==> src/rtl/mem_read_arbiter_pkg.sv <==
// ============================================================================
// mem_read_arbiter_pkg : shared types for the fetch/load memory read arbiter
// Revision: 1.0
// ============================================================================
`default_nettype none

package mem_read_arbiter_pkg;

  typedef enum logic {
    REQ_FETCH = 1'b0,
    REQ_LOAD  = 1'b1
  } req_id_e;

  typedef logic [0:0] arb_state_t;
  localparam arb_state_t ST_NORMAL = 1'b0;
  localparam arb_state_t ST_BOOST  = 1'b1;

  localparam int WAIT_W = 4;

  typedef struct packed {
    logic    valid;
    req_id_e id;
    logic    killed;
  } inflight_t;

  // Marks a fetch entry as killed when a flush is active; loads pass through.
  function automatic inflight_t kill_fetch_entry(input inflight_t e, input logic kill);
    inflight_t r;
    r = e;
    if (kill && e.id == REQ_FETCH) r.killed = 1'b1;
    return r;
  endfunction

endpackage

`default_nettype wire

==> src/rtl/mem_read_arbiter_inflight_pipe.sv <==
// ============================================================================
// inflight_pipe : DEPTH-deep shift register of in-flight read entries with
//                 kill-by-id (fetch) on flush
// Revision: 1.0
// ============================================================================
`default_nettype none

module inflight_pipe
  import mem_read_arbiter_pkg::*;
#(
  parameter int DEPTH = 2
) (
  input  logic      clk,
  input  logic      reset,
  input  inflight_t push,
  input  logic      kill_fetch,
  output inflight_t head
);

  inflight_t r_stage [DEPTH];

  always_ff @(posedge clk or posedge reset) begin
    if (reset) begin
      for (int i = 0; i < DEPTH; i++) r_stage[i] <= '0;
    end else begin
      // A fetch is never granted in a flush cycle, so the new entry needs no kill.
      r_stage[0] <= push;
      for (int i = 1; i < DEPTH; i++)
        r_stage[i] <= kill_fetch_entry(r_stage[i-1], kill_fetch);
    end
  end

  // The entry responding in a flush cycle is still in flight, so it is killed too.
  assign head = kill_fetch_entry(r_stage[DEPTH-1], kill_fetch);

endmodule

`default_nettype wire

==> src/rtl/mem_read_arbiter.sv <==
// ============================================================================
// mem_read_arbiter : two-requester (fetch/load) arbiter for a fixed-latency
//                    memory read port with anti-starvation fetch boost.
// Optional: MEM_READ_ARBITER_STATS_EN adds grant/boost statistic counters.
// Revision: 1.0
// ============================================================================
`default_nettype none

module mem_read_arbiter
  import mem_read_arbiter_pkg::*;
#(
  parameter int LATENCY  = 2,
  parameter int MAX_WAIT = 4
) (
  input  logic        clk,
  input  logic        reset,
  input  logic        f_req,
  input  logic [15:1] f_addr,
  output logic        f_gnt,
  output logic        f_rvalid,
  output logic [15:0] f_rdata,
  input  logic        d_req,
  input  logic [15:1] d_addr,
  output logic        d_gnt,
  output logic        d_rvalid,
  output logic [15:0] d_rdata,
  input  logic        flush,
  output logic [15:1] mem_raddr,
  input  logic [15:0] mem_rdata
`ifdef MEM_READ_ARBITER_STATS_EN
  ,
  output logic [15:0] stat_f_grants,
  output logic [15:0] stat_d_grants,
  output logic [15:0] stat_boosts
`endif
);

  localparam logic [WAIT_W-1:0] MAX_WAIT_W = WAIT_W'(MAX_WAIT);
  localparam logic [WAIT_W-1:0] WAIT_SAT   = '1;

  arb_state_t        r_state, w_state_nxt;
  logic [WAIT_W-1:0] r_wait_cnt, w_wait_nxt;
  logic [15:1]       r_last_addr;
  logic              w_f_ok;
  logic              w_boost_entry;
  inflight_t         w_push, w_head;

  assign w_f_ok = f_req & ~flush;

  always_comb begin
    f_gnt = 1'b0;
    d_gnt = 1'b0;
    if (!reset) begin
      if (r_state == ST_BOOST) begin
        if (w_f_ok)     f_gnt = 1'b1;
        else if (d_req) d_gnt = 1'b1;
      end else begin
        if (d_req)       d_gnt = 1'b1;
        else if (w_f_ok) f_gnt = 1'b1;
      end
    end
  end

  always_comb begin
    mem_raddr = r_last_addr;
    if (f_gnt)      mem_raddr = f_addr;
    else if (d_gnt) mem_raddr = d_addr;
  end

  // Flush cycles neither count as denials nor clear the streak.
  always_comb begin
    w_wait_nxt = r_wait_cnt;
    if (!f_req || f_gnt)          w_wait_nxt = '0;
    else if (flush)               w_wait_nxt = r_wait_cnt;
    else if (r_wait_cnt != WAIT_SAT) w_wait_nxt = r_wait_cnt + 1'b1;
  end

  always_comb begin
    w_state_nxt = r_state;
    if (r_state == ST_NORMAL) begin
      if (w_wait_nxt >= MAX_WAIT_W) w_state_nxt = ST_BOOST;
    end else begin
      if (f_gnt || !f_req) w_state_nxt = ST_NORMAL;
    end
  end

  assign w_boost_entry = (r_state == ST_NORMAL) && (w_state_nxt == ST_BOOST);

  always_ff @(posedge clk or posedge reset) begin
    if (reset) begin
      r_state     <= ST_NORMAL;
      r_wait_cnt  <= '0;
      r_last_addr <= '0;
    end else begin
      r_state     <= w_state_nxt;
      r_wait_cnt  <= w_wait_nxt;
      r_last_addr <= mem_raddr;
    end
  end

  always_comb begin
    w_push        = '0;
    w_push.valid  = f_gnt | d_gnt;
    w_push.id     = d_gnt ? REQ_LOAD : REQ_FETCH;
    w_push.killed = 1'b0;
  end

  inflight_pipe #(
    .DEPTH (LATENCY)
  ) u_pipe (
    .clk        (clk),
    .reset      (reset),
    .push       (w_push),
    .kill_fetch (flush),
    .head       (w_head)
  );

  assign f_rvalid = w_head.valid && (w_head.id == REQ_FETCH) && !w_head.killed;
  assign d_rvalid = w_head.valid && (w_head.id == REQ_LOAD);
  assign f_rdata  = f_rvalid ? mem_rdata : '0;
  assign d_rdata  = d_rvalid ? mem_rdata : '0;

`ifdef MEM_READ_ARBITER_STATS_EN
  logic [15:0] r_stat_f, r_stat_d, r_stat_b;

  always_ff @(posedge clk or posedge reset) begin
    if (reset) begin
      r_stat_f <= '0;
      r_stat_d <= '0;
      r_stat_b <= '0;
    end else begin
      if (f_gnt)         r_stat_f <= r_stat_f + 16'd1;
      if (d_gnt)         r_stat_d <= r_stat_d + 16'd1;
      if (w_boost_entry) r_stat_b <= r_stat_b + 16'd1;
    end
  end

  assign stat_f_grants = r_stat_f;
  assign stat_d_grants = r_stat_d;
  assign stat_boosts   = r_stat_b;
`else
  logic w_unused;
  assign w_unused = w_boost_entry;
`endif

endmodule

`default_nettype wire

==> config.mk <==
export PLATFORM = sky130hd
export DESIGN_NAME = mem_read_arbiter
export DESIGN_NICKNAME = d
export VERILOG_FILES = /design/src/rtl/mem_read_arbiter_pkg.sv /design/src/rtl/mem_read_arbiter_inflight_pipe.sv /design/src/rtl/mem_read_arbiter.sv
export SDC_FILE = /design/constraint.sdc
export NUM_CORES = 1
export LEC_CHECK = 0
export ABC_AREA = 1
export CAP_MARGIN = 0
export CORE_UTILIZATION = 45
export CTS_CLUSTER_SIZE = 12
export DETAILED_ROUTE_END_ITERATION = 12
export DONT_BUFFER_PORTS = 1
export GPL_ROUTABILITY_DRIVEN = 0
export HOLD_SLACK_MARGIN = 0.05
export PLACE_DENSITY = 0.56
export SETUP_SLACK_MARGIN = 0.05
export SYNTH_ARGS = -nofsm -noshare
export SYNTH_HDL_FRONTEND = slang
export SYNTH_SLANG_ARGS = --single-unit
==> constraint.sdc <==
create_clock -name clk -period 2.7 [get_ports clk]
set_input_delay 0.405 -clock clk [delete_from_list [all_inputs] [get_ports clk]]
set_output_delay 0.405 -clock clk [all_outputs]
set_load 0.02 [all_outputs]
* Yosys cells after proc, flatten, opt, wreduce, memory -nomap -nowiden
Index checks and enable logic that the tools add are counted.
Cells by class: $add $sub $neg 1, $lt $le $gt $ge 1, equal/unequal tests 1, muxes and demuxes 21, bitwise logic cells 5, reduce and logical (&&, ||, !) cells 8
Operator list (number):
- $mux 16 | 2
- $mux 15 | 2
- $mux 1 | 14
- $mux 4 | 3
- $logic_and 1x1->1 | 5
- $add 4x1->4 const B | 1
- $ge 4x3->1 const B | 1
- $ne 4x4->1 const B | 1
- $not 1->1 | 3
- $logic_not 1->1 | 2
- $and 1x1->1 | 1
- $logic_or 1x1->1 | 1
- $or 1x1->1 | 1
Word-level totals: bits in registers 25, input bits 51, output and inout port bits 51, word-level logic and storage cells 45

* Depth between registers and ports, before layout
Gate-level depths: netlist (run 1).
word-level depth 11, depth in mapped cells 9, depth with buffers taken out 8

* Modules after synthesis
From an unflattened synthesis (run 1), not the netlist that was laid out.
Unflattened totals: cell total of the unflattened synthesis 244, area total of the unflattened synthesis 1580.3 um^2
Modules (own cells, without submodules):
- mem_read_arbiter | instances 1, cells an instance 227, area an instance 1381.3 um^2, seq. area each 500.5 um^2
- inflight_pipe | instances 1, cells an instance 17, area an instance 198.9 um^2, seq. area each 150.1 um^2

* Worst setup path after synthesis (run 1)
Ideal clock, no wire load.
path type input -> output, start point in reset, end point out mem_raddr[1] (netlist bit), arrival time 1725 ps, required time 2295 ps, setup slack 570 ps, stages on the path 6, path buffers 1, path through inv_1 > nand3_4 > inv_2 > buf_4 > nand2_1 > nand2_1
On the way: elaborated cells on any way between the ends 4, those cells by class mux: 4
RTL lines:
- start, declared | line mem_read_arbiter.sv:16 | input logic reset,
- $mux 1 | line mem_read_arbiter.sv:53 | if (!reset) begin
- net f_gnt | line mem_read_arbiter.sv:19 | output logic f_gnt,
- $mux 15 | line mem_read_arbiter.sv:66 | if (f_gnt) mem_raddr = f_addr;
- end, declared | line mem_read_arbiter.sv:28 | output logic [15:1] mem_raddr,
The timed path passes the listed nets, and every way through them passes these cells.

* Final worst setup path (run 1)
start point reg r_state, end point out mem_raddr[14] (netlist bit)
On the way: cells in the longest elaborated chain, start to end 4, elaborated cells on any way between the ends 6, those cells by class mux: 6
RTL lines:
- start, declared | line mem_read_arbiter.sv:41 | arb_state_t r_state, w_state_nxt;
- start signal, assigned | line mem_read_arbiter.sv:95 | r_state <= w_state_nxt;
- $mux 1 | line mem_read_arbiter.sv:54 | if (r_state == ST_BOOST) begin
- $mux 1 | line mem_read_arbiter.sv:53
- $mux 15 | line mem_read_arbiter.sv:67 | else if (d_gnt) mem_raddr = d_addr;
- $mux 15 (*) | line mem_read_arbiter.sv:66
Mark *: on every way between the ends. The rest lies on a longest branch, timed or not.

==> run_results.csv, run 1 <==
group,metric,value,unit
run_status,outcome,"completed",
detailed_routing,via_count,1301,
clock_network,cts_resized,0,
timing,worstMarginPinSlew,0.490,ns
synthesis,synth_seq_cells,25,
timing,setup_violations,0,
floorplanning,die_x,59.9,microns
synthesis,synth_ff_type,"dfrtp_1",
synthesis,synth.most_common_cell,"nand2_1",
critical_path,crit_cells,6,
clock_network,tritoncts,"built",
synthesis,synth_area_leaders,"dfrtp_1 41%, nand2_1 18%, inv_1 14%",
critical_path,reg2reg_setup_slack,1.22,ns
floorplanning,die_h,59.9,microns
global_routing,grt_pass1_vias,1154,
floorplanning,initial_core_util,0.482,
placement,dp_slack,0.911,ns
critical_path,critPathTopFamily,"simple AND/OR/NAND/NOR gates",
synthesis,synth_cell_types,22,
global_routing,overflow,0,
floorplanning,core-area,3130,sq um
synthesis,synth.top_cell.area_share,0.415,
power,powerDensity,546,nW/um^2
final_layout,syn_to_final_growth,3.57,%
timing,fin_worst_skew,0.00286,ns
timing,final_max_slew_viol_count,0,
clock_network,cts_buffer_depth,2,
critical_path,reg2reg_depth,6,
clock_network,cts_buffers,3,
critical_path,cp_max_fo,18,
critical_path,endpoint_kind,"output pin",
timing,relSlewSlack,0.672,
critical_path,path_common_cell,"nand2_1",
final_layout,fill_cells,324,
synthesis,ys_async_sr_fraction,1.00,
detailed_routing,dr.pass1.iters,4,
clock_network,htreeDepth,1,
placement,hpwl,2280,microns
detailed_routing,wl,3130,microns
placement,dp_cells,274,
critical_path,cpPeakStageDelay,0.38,ns
detailed_routing,drt-initial-drc-count,38,
final_layout,layout-drive-gt1-share,0.0598,
flow_run,cap_viol_max_count,0,
synthesis,ys_seq_area_frac,0.415,
synthesis,synth_area,1510,sq um
synthesis,synth.top_cells.by_count,"71 x nand2_1, 55 x inv_1, 43 x nor2_1, 25 x dfrtp_1, 19 x nand3_1",
critical_path,start_kind,"register",
critical_path,path_buf_inv,2,
synthesis,synthCells,234,
power,vdd_drop_max,0.245,mV
floorplanning,ioPinCount,102,
power,total_power,853,uW
detailed_routing,ant_nets,0,
synthesis,syn_area_per_cell,6.44,sq um
final_layout,instances_no_fill,278,
synthesis,synth_top_area_cell,"dfrtp_1",
clock_network,cts.sinks,25,
timing,fmax,0.475,GHz
synthesis,synth_edf_count,0,
clock_network,cts.clk_slew.worst_paths,0.14,ns
global_routing,antenna_found_initial,0,
power,leakage,0.987,nW
critical_path,critPathArrivalTime,1.70,ns
global_routing,grt_pass1_wl,4810,microns
timing,hold_viol,0,
clock_network,post_cts_buffers,0,
placement,io_buffers,0,
global_routing,grt_max_degree,26,
timing,period_minus_slack,2.10,ns
clock_network,clock_latency,0.31,ns
timing,fin_tns_setup,0,ns
clock_network,cts_hold_buf,0,
hold_path,min_path_type,"input port to asynchronous set/reset pin",
final_layout,insertedDiodeCount,0,
global_routing,track_usage,0.178,
synthesis,yosysWarningCount,0,
detailed_routing,post_drt_wl_per_cell,11.3,microns
critical_path,crit_slowest_cell,"dfrtp_1",
final_layout,multi_input_area,616,sq um
detailed_routing,drc,0,
critical_path,cp.required,2.30,ns
detailed_routing,via_per_inst,4.68,
synthesis,synth_fp_nets,286,
floorplanning,fp-row-count,20,
critical_path,critPathKind,"register to output pin",
floorplanning,die_area,3590,sq um
timing,period_share,0.779,
clock_network,cts-root-buf,"clkbuf_4",
final_layout,fin_nets,287,
final_layout,seq_area,626,sq um
critical_path,crit_chain,"inv_1 -> nand2_1 -> nand3_4 -> inv_2 -> nand2_1 -> nand2_1",
timing,setup_slack,0.596,ns
timing,rsz0062_at_grt,"false",
[power by group]
group,total [mW],leakage [nW],switching (mW),internal [mW]
Sequential,0.441,0.300,0.0166,0.425
Clock,0.170,0.0150,0.113,0.0577
Combinational,0.241,0.673,0.185,0.0567
[flip-flops by register name, summed over array words and instances, names as in the netlist]
name            flops
u_pipe.r_stage      3
r_last_addr        15
u_pipe.head         2
r_wait_cnt          4
r_state             1
[worst register-to-register path: stages, from the launching register on]
cell and delay, ns:
dfrtp_1 0.38, inv_1 0.07, nand2_1 0.10, nand3_4 0.21
inv_2 0.31, nand2_1 0.10, nand2_1 0.21
[through the flow]
stage | hold WS, ns | utilization | cell area [sq um]
CTS | 0.0991 | 0.499 | 1560
detailed placement | 0.335 | 0.491 | 1540
global route | 0.111 | 0.499 | 1560
floorplan | 0.331 | - | 1510
global placement | 0.334 | 0.491 | 1540
finish | 0.0962 | 0.499 | 1560
[layout make-up]
class | count | area share
Multi-Input combinational cell | 144 | 0.394
Clock buffer | 4 | 0.0168
Timing Repair Buffer | 2 | 0.00962
Inverter | 59 | 0.143
Tap cell | 44 | 0.0353
Sequential cell | 25 | 0.401
[cell families after synthesis]
kind of cell | Yosys count | share of synthesized area
simple gates | 141 | 0.393
buf+inv | 65 | 0.177
flops | 25 | 0.415
compound gates | 2 | 0.00663
fa+ha+maj | 1 | 0.00830
[metal layers]
metal | part of all wire | track usage
met3 | 0.070 | 0.0260
met5 | 0 | 0
met1 | 0.44 | 0.204
met2 | 0.48 | 0.321
met4 | 0.0054 | 0.0864
[layout by cell type, fill, tap and decap left out]
cell,n
inv_4,1
buf_4,2
o21ai_0,1
or2_2,1
inv_1,55
nand3_4,1
clkbuf_4,3
nor2_4,1
and2_1,1
and3_1,1
nand3_1,19
dfrtp_1,25
nand2_2,1
clkbuf_1,1
inv_2,3
nand2_1,71
nor2_1,43
nand2_4,1
ha_1,1
a21oi_1,1
nor3_1,1
[final timing paths]
| kind | start | to |
|---|---|---|
| worst max-delay path | r_state$_DFF_PP0_ | mem_raddr[14] |
| worst min-delay path | reset | r_last_addr[7]$_DFF_PP0_ |
| worst max register to register | r_state$_DFF_PP0_ | r_last_addr[14]$_DFF_PP0_ |
| worst min register to register | u_pipe.r_stage[5]$_DFF_PP0_ | u_pipe.head[2]$_DFF_PP0_ |
| max in group asynchronous | reset | r_last_addr[10]$_DFF_PP0_ |
| min in group clk | flush | u_pipe.r_stage[0]$_DFF_PP0_ |
Note: power is estimated with default switching activity, not from simulation.
==> run 2, diff against run 1 <==
==> constraint.sdc (replaced) <==
create_clock -name clk -period 2 [get_ports clk]
set_input_delay 0.3 -clock clk [delete_from_list [all_inputs] [get_ports clk]]
set_output_delay 0.3 -clock clk [all_outputs]
set_load 0.02 [all_outputs]
==> run_results.csv, run 2 (synthesized netlist as in run 1, its figures left out) <==
group,metric,value,unit
final_layout,insertedDiodeCount,0,
clock_network,cts_buffers,3,
hold_path,min_path_type,"input port to register",
placement,hpwl,2200,microns
critical_path,reg2reg_depth,6,
placement,dp_cells,274,
final_layout,design_area,1620,sq um
power,powerDensity,710,nW/um^2
critical_path,start_kind,"register",
detailed_routing,via_per_inst,4.66,
final_layout,largest_registers,"r_last_addr: 15 flops, r_wait_cnt: 4 flops, u_pipe.r_stage: 3 flops",
power,total_power,1.15,mW
timing,period_minus_slack,1.92,ns
clock_network,cts.sinks,25,
global_routing,grt_max_degree,26,
floorplanning,initial_core_util,0.482,
final_layout,instances_no_fill,281,
critical_path,cp-endpoint,"f_rdata[15]",
timing,timing.hold.ws,0.168,ns
floorplanning,ioPinCount,102,
final_layout,fin_nets,290,
floorplanning,fp-row-count,20,
floorplanning,die_area,3590,sq um
critical_path,critPathLaunch,"u_pipe.head[1]$_DFF_PP0_",
timing,final_max_slew_viol_count,0,
detailed_routing,dr.pass1.iters,4,
flow_run,cap_viol_max_count,0,
clock_network,cts.clk_slew.worst_paths,0.13,ns
final_layout,fill_cells,330,
global_routing,grt_pass1_wl,4460,microns
final_layout,syn_to_final_growth,7.72,%
clock_network,cts-root-buf,"clkbuf_4",
global_routing,antenna_found_initial,0,
critical_path,cp.required,1.70,ns
global_routing,track_usage,0.168,
floorplanning,core-area,3130,sq um
detailed_routing,via_count,1310,
clock_network,clock_latency,0.31,ns
clock_network,cts_buffer_depth,2,
critical_path,critPathKind,"register to output pin",
timing,fin_worst_skew,0.00982,ns
timing,fmax,0.520,GHz
final_layout,max_flop_register,"r_last_addr",
run_status,outcome,"completed",
global_routing,grt_pass1_vias,1069,
detailed_routing,drt-initial-drc-count,35,
timing,worstMarginPinSlew,0.492,ns
critical_path,endpoint_kind,"output pin",
clock_network,tritoncts,"built",
timing,rsz0062_at_grt,"true",
timing,period_share,0.962,
critical_path,cp_max_fo,16,
detailed_routing,wl,3000,microns
timing,hold_viol,0,
placement,io_buffers,0,
power,leakage,1.01,nW
detailed_routing,ant_nets,0,
timing,setup_slack,0.0755,ns
final_layout,largest_reg_flops,15,
critical_path,rr_endpoint,"r_last_addr[2]$_DFF_PP0_",
placement,dp_slack,0.356,ns
clock_network,htreeDepth,1,
global_routing,overflow,0,
critical_path,reg2reg_setup_slack,0.67,ns
critical_path,critPathArrivalTime,1.62,ns
floorplanning,die_x,59.9,microns
final_layout,layout_common_cells,"71 x nand2_1, 55 x inv_1, 42 x nor2_1",
timing,relSlewSlack,0.671,
timing,setup_violations,0,
placement,placed_area,1540,sq um
floorplanning,die_h,59.9,microns
power,vdd_drop_max,0.375,mV
detailed_routing,drc,0,
final_layout,final_common_cell,"nand2_1",
detailed_routing,post_drt_wl_per_cell,10.7,microns
final_layout,layout-drive-gt1-share,0.0717,
critical_path,r2r-start,"r_state$_DFF_PP0_",
-- run 2: critical path: stages, from the launching register on --
cell and delay [ns]:
dfrtp_1 0.40, nor2_1 0.08, and3_1 0.30, inv_2 0.18
nor2_1 0.36
-- run 2: worst min path at each step --
stage                                start                           to  slack (ns)  depth (start not counted)
3_5_place_dp                         reset      r_wait_cnt[2]$_DFF_PP0_        0.35                          2
5_1_grt                              flush  u_pipe.r_stage[0]$_DFF_PP0_        0.16                          2
3_3_place_gp   u_pipe.r_stage[5]$_DFF_PP0_     u_pipe.head[2]$_DFF_PP0_        0.33                          0
4_1_cts                              flush  u_pipe.r_stage[0]$_DFF_PP0_        0.16                          2
6_report                             flush  u_pipe.r_stage[0]$_DFF_PP0_        0.17                          2
2_1_floorplan  u_pipe.r_stage[5]$_DFF_PP0_     u_pipe.head[2]$_DFF_PP0_        0.33                          0
-- run 2: what timing repair did --
action | 4_1_cts | 5_1_grt
hold buffers | 1 | 0
buffers inserted | 0 | 2
setup endpoints to repair | 16 | 31
hold endpoints to repair | 25 | 0
resized for setup | 1 | 4
-- run 2: area by class of cell --
cell class	count	area, sq um	area share
Sequential cell	25	626	0.385
Multi-Input combinational cell	144	618	0.381
Inverter	59	234	0.144
Timing Repair Buffer	5	65.1	0.0401
Tap cell	44	55.1	0.0339
Clock buffer	4	26.3	0.0162
-- run 2: where the power goes --
group	internal (mW)	switching, mW	total [mW]
logic	0.0841	0.248	0.332
clock network	0.0779	0.147	0.224
registers	0.573	0.0228	0.596
-- run 2: metal layers --
layer,GRT usage,vias to the layer above,routed length (microns)
met5,0,-,0
met4,0.0698,0,17
met3,0.0281,2,201
met2,0.317,64,1520
met1,0.182,573,1260
li1,-,671,-
-- run 2: per-stage QoR --
| step | setup TNS [ns] | util |
|---|---|---|
| floorplan | 0 | - |
| global placement | 0 | 0.491 |
| detailed placement | 0 | 0.491 |
| CTS | 0 | 0.503 |
| global route | -0.179 | 0.519 |
| finish | 0 | 0.519 |
==> run 3, diff against run 2 <==
--- a/config.mk
+++ b/config.mk
@@ -15,6 +15,7 @@
 export HOLD_SLACK_MARGIN = 0.05
 export PLACE_DENSITY = 0.56
 export SETUP_SLACK_MARGIN = 0.05
+export SKIP_LAST_GASP = 1
 export SYNTH_ARGS = -nofsm -noshare
 export SYNTH_HDL_FRONTEND = slang
 export SYNTH_SLANG_ARGS = --single-unit
==> results of run 3 <==
The final DEF is identical to that of run 2; final timing and power are the same.
